===== config.mk =====
export PLATFORM = sky130hd
export DESIGN_NAME = fp_lat_issue_queue
export DESIGN_NICKNAME = d
export VERILOG_FILES = /design/src/rtl/fp_lat_issue_queue.sv
export SDC_FILE = /design/constraint.sdc
export NUM_CORES = 2
export LEC_CHECK = 0
export CAP_MARGIN = 5
export CORE_MARGIN = 2
export CORE_UTILIZATION = 45
export CTS_BUF_LIST = sky130_fd_sc_hd__clkbuf_8
export CTS_CLUSTER_SIZE = 10
export DETAILED_ROUTE_END_ITERATION = 6
export PLACE_DENSITY = 0.69
export SLEW_MARGIN = 20
export SYNTH_ARGS = -nofsm -noshare
export SYNTH_HDL_FRONTEND = slang
export SYNTH_SLANG_ARGS = --single-unit

===== constraint.sdc =====
create_clock -name clk -period 7.2 [get_ports clk]
set_clock_uncertainty 0.2 [all_clocks]
set_input_delay 1.44 -clock clk [delete_from_list [all_inputs] [get_ports clk]]
set_output_delay 1.44 -clock clk [all_outputs]
set_load 0.01 [all_outputs]

===== src/rtl/fp_lat_issue_queue.sv =====
`default_nettype none
// ============================================================================
// Module      : fp_lat_issue_queue
// Description : Floating-point issue queue with per-source wakeup,
//               age-matrix oldest-first select, writeback-bus reservation
//               by FU latency, and robIdx-based redirect flush.
// Revision    : 1.0 - initial release
// ============================================================================
module fp_lat_issue_queue #(
    parameter int DATA_W     = 64,
    parameter int DEPTH      = 8,
    parameter int SRC_NUM    = 3,
    parameter int WAKEUP_NUM = 4,
    parameter int PREG_W     = 7,
    parameter int ROB_W      = 7,
    parameter int MAX_LAT    = 5
) (
    input  logic                              clk,
    input  logic                              rst,
    input  logic                              enq_valid,
    output logic                              enq_ready,
    input  logic [DATA_W-1:0]                 enq_data,
    input  logic [ROB_W-1:0]                  enq_robIdx,
    input  logic [$clog2(MAX_LAT+1)-1:0]      enq_lat,
    input  logic [SRC_NUM*PREG_W-1:0]         enq_src,
    input  logic [SRC_NUM-1:0]                enq_src_rdy,
    input  logic [WAKEUP_NUM-1:0]             wakeup_valid,
    input  logic [WAKEUP_NUM*PREG_W-1:0]      wakeup_preg,
    input  logic                              issue_ready,
    output logic                              issue_valid,
    output logic [DATA_W-1:0]                 issue_data,
    output logic [ROB_W-1:0]                  issue_robIdx,
    output logic [SRC_NUM*PREG_W-1:0]         issue_src,
    output logic [$clog2(MAX_LAT+1)-1:0]      issue_lat,
    input  logic                              redirect,
    input  logic [ROB_W-1:0]                  redirect_idx,
    output logic                              full,
    output logic [$clog2(DEPTH+1)-1:0]        count
);

    localparam int LW = $clog2(MAX_LAT+1);
    localparam int CW = $clog2(DEPTH+1);
    localparam int IW = $clog2(DEPTH);
    localparam int RW = MAX_LAT + 2;

    // True when any valid wakeup port broadcasts the given tag.
    function automatic logic wake_hit(input logic [PREG_W-1:0]            tag,
                                      input logic [WAKEUP_NUM-1:0]        vld,
                                      input logic [WAKEUP_NUM*PREG_W-1:0] pregs);
        logic hit;
        hit = 1'b0;
        for (int k = 0; k < WAKEUP_NUM; k++) begin
            if (vld[k] && (pregs[k*PREG_W +: PREG_W] == tag)) hit = 1'b1;
        end
        return hit;
    endfunction

    // Loop-order comparison: idx comes after redir in program order.
    function automatic logic is_younger(input logic [ROB_W-1:0] idx,
                                        input logic [ROB_W-1:0] redir);
        if (idx[ROB_W-1] != redir[ROB_W-1])
            return idx[ROB_W-2:0] < redir[ROB_W-2:0];
        else
            return idx[ROB_W-2:0] > redir[ROB_W-2:0];
    endfunction

    // Entry storage
    logic [DEPTH-1:0]          r_valid;
    logic [DATA_W-1:0]         r_data  [DEPTH];
    logic [ROB_W-1:0]          r_rob   [DEPTH];
    logic [LW-1:0]             r_lat   [DEPTH];
    logic [SRC_NUM*PREG_W-1:0] r_src   [DEPTH];
    logic [SRC_NUM-1:0]        r_rdy   [DEPTH];
    // r_older[i][j] = 1 : entry j is older than entry i
    logic [DEPTH-1:0]          r_older [DEPTH];

    // Writeback reservation: bit j set means the result bus is busy j cycles ahead
    logic [RW-1:0]             r_resv;
    logic [CW-1:0]             r_count;

    logic                      r_issue_valid;
    logic [DATA_W-1:0]         r_issue_data;
    logic [ROB_W-1:0]          r_issue_rob;
    logic [SRC_NUM*PREG_W-1:0] r_issue_src;
    logic [LW-1:0]             r_issue_lat;

    logic                      w_enq_fire;
    logic [DEPTH-1:0]          w_enq_oh;
    logic [SRC_NUM-1:0]        w_enq_rdy;
    logic [DEPTH-1:0]          w_flush;
    logic [DEPTH-1:0]          w_elig;
    logic [DEPTH-1:0]          w_sel_oh;
    logic                      w_sel;
    logic [IW-1:0]             w_sel_idx;
    logic [DEPTH-1:0]          w_valid_nxt;
    logic [CW-1:0]             w_count_nxt;
    logic [RW-1:0]             w_resv_nxt;

    assign full       = (r_count == CW'(DEPTH));
    assign count      = r_count;
    assign enq_ready  = ~full & ~redirect;
    assign w_enq_fire = enq_valid & enq_ready;

    // Pick the lowest-index entry that is free at the start of the cycle.
    always_comb begin
        logic found;
        found    = 1'b0;
        w_enq_oh = '0;
        for (int i = 0; i < DEPTH; i++) begin
            if (!r_valid[i] && !found) begin
                found       = 1'b1;
                w_enq_oh[i] = 1'b1;
            end
        end
    end

    // Incoming source readiness, including same-cycle wakeups.
    always_comb begin
        w_enq_rdy = '0;
        for (int s = 0; s < SRC_NUM; s++) begin
            w_enq_rdy[s] = enq_src_rdy[s] |
                           wake_hit(enq_src[s*PREG_W +: PREG_W], wakeup_valid, wakeup_preg);
        end
    end

    // Flush mask, eligibility and oldest-first selection.
    always_comb begin
        logic busy;
        busy      = 1'b0;
        w_flush   = '0;
        w_elig    = '0;
        w_sel_oh  = '0;
        w_sel_idx = '0;
        for (int i = 0; i < DEPTH; i++) begin
            w_flush[i] = redirect & r_valid[i] & is_younger(r_rob[i], redirect_idx);
            // Result would land lat+1 cycles from now: check bit lat of R>>1.
            busy       = |((r_resv >> 1) & (RW'(1) << r_lat[i]));
            w_elig[i]  = issue_ready & r_valid[i] & ~w_flush[i] & (&r_rdy[i]) & ~busy;
        end
        for (int i = 0; i < DEPTH; i++) begin
            w_sel_oh[i] = w_elig[i] & ~(|(w_elig & r_older[i]));
            if (w_sel_oh[i]) w_sel_idx = IW'(i);
        end
        w_sel = |w_sel_oh;
    end

    // Next valid vector, occupancy and reservation shift.
    always_comb begin
        w_valid_nxt = (r_valid & ~w_sel_oh & ~w_flush) | (w_enq_fire ? w_enq_oh : '0);
        w_count_nxt = '0;
        for (int i = 0; i < DEPTH; i++) begin
            w_count_nxt = w_count_nxt + CW'(w_valid_nxt[i]);
        end
        w_resv_nxt = (r_resv >> 1) | (w_sel ? (RW'(1) << r_lat[w_sel_idx]) : '0);
    end

    // Entry state: allocation, wakeup, and age-matrix maintenance.
    always_ff @(posedge clk) begin
        if (!rst) begin
            r_valid <= '0;
            for (int i = 0; i < DEPTH; i++) begin
                r_older[i] <= '0;
                r_rdy[i]   <= '0;
            end
        end else begin
            r_valid <= w_valid_nxt;
            for (int i = 0; i < DEPTH; i++) begin
                for (int s = 0; s < SRC_NUM; s++) begin
                    if (wake_hit(r_src[i][s*PREG_W +: PREG_W], wakeup_valid, wakeup_preg))
                        r_rdy[i][s] <= 1'b1;
                end
                for (int j = 0; j < DEPTH; j++) begin
                    if (w_sel_oh[j] | w_flush[j] | (w_enq_fire & w_enq_oh[j]))
                        r_older[i][j] <= 1'b0;
                end
                if (w_enq_fire && w_enq_oh[i]) begin
                    r_data[i]  <= enq_data;
                    r_rob[i]   <= enq_robIdx;
                    r_lat[i]   <= enq_lat;
                    r_src[i]   <= enq_src;
                    r_rdy[i]   <= w_enq_rdy;
                    // Everything still resident after this cycle is older.
                    r_older[i] <= r_valid & ~w_sel_oh & ~w_flush;
                end
            end
        end
    end

    // Issue register, reservation vector and occupancy count.
    always_ff @(posedge clk) begin
        if (!rst) begin
            r_issue_valid <= 1'b0;
            r_resv        <= '0;
            r_count       <= '0;
        end else begin
            r_resv        <= w_resv_nxt;
            r_count       <= w_count_nxt;
            r_issue_valid <= w_sel & ~(redirect & is_younger(r_rob[w_sel_idx], redirect_idx));
            if (w_sel) begin
                r_issue_data <= r_data[w_sel_idx];
                r_issue_rob  <= r_rob[w_sel_idx];
                r_issue_src  <= r_src[w_sel_idx];
                r_issue_lat  <= r_lat[w_sel_idx];
            end
        end
    end

    // A redirect arriving in the issue cycle still kills a younger op.
    assign issue_valid  = r_issue_valid & ~(redirect & is_younger(r_issue_rob, redirect_idx));
    assign issue_data   = r_issue_data;
    assign issue_robIdx = r_issue_rob;
    assign issue_src    = r_issue_src;
    assign issue_lat    = r_issue_lat;

endmodule
`default_nettype wire

==> impl_metrics.csv <==
group,metric,value,unit
status,status,"finished clean",
global_route,grt_pass1_wl,224,mm
yosys,avgSynthCellArea,11.4,um^2
power_and_ir_drop,power.density,205,nW/um^2
finish,utilization,51.6,%
placement,hpwl,92.5,mm
timing,final_max_slew_viol_count,0,
cts,cts_resized,0,
timing,fin_crit_sh,89.0,%
floorplan,fp.coreArea,109000,um^2
yosys,yosys-top-cells-area,"edfxtp_1, xnor2_1, nand2_1, xor2_1, clkbuf_1",
timing,worstMarginPinSlew,1.29,ns
worst_setup_path,endpoint_kind,"flip-flop",
finish,seq_area,28700,um^2
cts,clk_latency,0.85,ns
timing,period_minus_slack,6.41,ns
timing,timing.hold.ws,0.367,ns
finish,finalInstanceArea,56300,um^2
drt,viasPerCell,5.90,
power_and_ir_drop,peakVddDrop,0.166,mV
timing,final-hold-violation-count,0,
cts,clk_pin_slew,0.06,ns
global_route,first_global_vias,34500,
finish,synthToLayoutAreaGrowth,13.3,%
power_and_ir_drop,power,11500,uW
placement,io_buffers,243,
worst_setup_path,cp-start-kind,"primary input",
drt,wl_per_cell,25.2,um
finish,layout.nets,4630,
finish,fill_cells,9401,
drt,drtPass1Iterations,6,
yosys,yosysWarnings,0,
floorplan,num_io_pins,244,
yosys,async_flop_share,0,%
placement,place.gp.congestion,0.969,
global_route,grt_usage,26.6,%
power_and_ir_drop,p_leak,0.0193,uW
cts,root_buffer,"clkbuf_8",
drt,drt_iter0_drc,3871,
yosys,netlist_instances,4339,
worst_setup_path,crit_type,"primary input to flip-flop",
floorplan,die_y,336,um
timing,max_freq,156,MHz
cts,numClockSinks,962,
global_route,antenna_found_initial,13,
drt,drc_errors,0,
global_route,grt_max_degree,168,
finish,multi_input_area,19000,um^2
drt,vias,35500,
min_path,hold_class,"flip-flop to flip-flop",
cts,clock_path_buffers,3,
timing,rsz0062_at_grt,"false",
yosys,yosys.area.top_type_share,57.0,%
global_route,grt.overflow.total,0,
yosys,yosysSeqAreaShare,57.8,%
yosys,synth-edff-count,943,
worst_setup_path,critPathRequiredTime,7.75,ns
yosys,synth_area,49700,um^2
cts,cts_tree,"built",
worst_setup_path,worstPathMaxFanout,45,
floorplan,die-area,113000,um^2
placement,dpl_cell_area,53400,um^2
drt,antenna_left,0,
finish,drive_gt1_share,9.60,%
yosys,yosys.area.top_type,"edfxtp_1",
drt,wl,152,mm
floorplan,initial_core_util,45.5,%
worst_setup_path,critPathArrivalTime,6.96,ns
yosys,synth_top_flop_cell,"edfxtp_1",
cts,htreeDepth,4,
timing,final-setup-viol-count,0,
timing,relSlewSlack,13.5,%
finish,finalNonFillerCells,6022,
cts,ctsHoldBuffers,0,
floorplan,rows,121,
yosys,ys_types,89,
cts,post_cts_buffers,0,
flow_run,maxCapViolCount,0,
yosys,ys_seq_elements,962,
placement,place_inst,5741,
cts,cts_made_buffers,154,
floorplan,die_w,336,um
report_power, final:
part	switching (uW)	internal (uW)	leakage, uW
Sequential	34.4	6200	0.00874
Combinational	479	291	0.00886
Clock	2200	2320	0.00166
Total	2720	8820	0.0193
worst paths after layout:
path / start / endpoint / slack [ns] / cells after the start
worst max-delay path: redirect_idx[3] / r_issue_valid / 0.79 / 24
worst min-delay path: r_resv[2] / r_resv[1] / 0.37 / 2
worst max register to register: r_lat[3][0] / count[2] / 1.51 / 15
worst min register to register: r_resv[2] / r_resv[1] / 0.37 / 2
registers in the layout, summed over array words and instances, names as in the netlist:
name and flops:
issue_src 21, r_resv 6, r_data 512, r_rdy 24, r_issue_valid 1, r_valid 8
r_older 64, issue_robIdx 7, count 4, r_src 168, issue_lat 3, issue_data 64
r_rob 56, r_lat 24
layer usage:
metal	GRT usage, %	up-vias	wire length, um	share of wire [%]
met5	0	-	109	0.072
met4	13.3	18	7600	5.0
met3	6.01	463	14300	9.4
met2	41.6	1855	69600	46
met1	34.8	17500	60400	40
li1	-	15700	-	-
critical path: stages:
cell             delay (ns)
clkdlybuf4s50_1        0.45
inv_1                  0.11
ha_1                   0.34
and4_1                 0.22
o21a_1                 0.12
buf_4                  0.13
o31ai_1                0.51
and3_1                 0.33
buf_4                  0.17
nand2_1                0.05
and4_1                 0.20
and4_4                 0.26
nor2_4                 0.27
buf_4                  0.54
a21oi_1                0.15
a21oi_1                0.18
mux2i_1                0.12
mux2_2                 0.31
ha_1                   0.28
nand2_1                0.05
nor2_1                 0.12
nor2b_1                0.06
mux4_2                 0.44
nor2_1                 0.09
per-stage QoR:
stage / worst slack, ns / setup TNS (ns)
global placement: 0.0685 / 0
finish: 0.792 / 0
detailed placement: -0.0245 / -0.0245
floorplan: 0.312 / 0
global route: 0.522 / 0
CTS: 0.852 / 0
cell families after synthesis:
| kind of cell | after synthesis | synth area share (%) |
|---|---|---|
| AO/OA/AOI/OAI | 473 | 7.34 |
| XOR/XNOR | 766 | 13.5 |
| adder cells (fa/ha/maj) | 67 | 1.75 |
| buffers and inverters | 518 | 4.16 |
| flip-flops | 962 | 57.8 |
| multiplexers | 37 | 0.995 |
| other | 1 | 0.00755 |
| AND/OR/NAND/NOR | 1515 | 14.5 |
cells in the mapped netlist (46+ instances only):
| master | n |
|---|---|
| buf_2 | 64 |
| o21ai_0 | 58 |
| edfxtp_1 | 943 |
| nand3_1 | 218 |
| xnor2_1 | 490 |
| clkbuf_1 | 326 |
| nor2_1 | 161 |
| and3_1 | 116 |
| buf_1 | 68 |
| nand2_1 | 690 |
| xor2_1 | 276 |
| a31o_1 | 91 |
| nand4_1 | 183 |
| ha_1 | 63 |
| inv_1 | 46 |
| a211oi_1 | 93 |
| nor4_1 | 54 |
| a311oi_1 | 93 |
cell usage in the layout, fill, tap and decap left out, types with 6 or more instances in the layout:
cell type | synthesis | routed
a211oi_1 | 93 | 93
a21o_1 | 10 | 10
a21oi_1 | 44 | 44
a311oi_1 | 93 | 93
a31o_1 | 91 | 91
a31oi_1 | 7 | 7
a41oi_1 | 6 | 6
and2_1 | 13 | 13
and3_1 | 116 | 116
and4_1 | 12 | 12
buf_12 | 0 | 20
buf_2 | 64 | 29
buf_4 | 3 | 125
bufinv_16 | 0 | 8
clkbuf_8 | 0 | 156
clkdlybuf4s50_1 | 0 | 214
clkinv_1 | 0 | 30
clkinv_2 | 0 | 27
conb_1 | 1 | 8
dfxtp_1 | 19 | 19
edfxtp_1 | 943 | 943
ha_1 | 63 | 63
inv_1 | 46 | 80
inv_4 | 0 | 9
mux2i_1 | 22 | 22
mux4_2 | 9 | 9
nand2_1 | 690 | 690
nand2b_1 | 8 | 8
nand3_1 | 218 | 218
nand4_1 | 183 | 183
nor2_1 | 161 | 161
nor2b_1 | 20 | 20
nor3_1 | 7 | 7
nor4_1 | 54 | 54
o211ai_1 | 10 | 10
o21ai_0 | 58 | 58
or3_1 | 8 | 8
xnor2_1 | 490 | 490
xor2_1 | 276 | 276
final cells by class:
type                       instances  area share (%)
clock buffer                     156            3.81
tap                             1476            3.28
inverter                          49           0.367
multi-input combinational       2866            33.7
sequential                       962            51.0
timing repair buffer             388            6.44
antenna                            5          0.0222
clock inverter                   120            1.37
(Power assumes the default switching activity.)
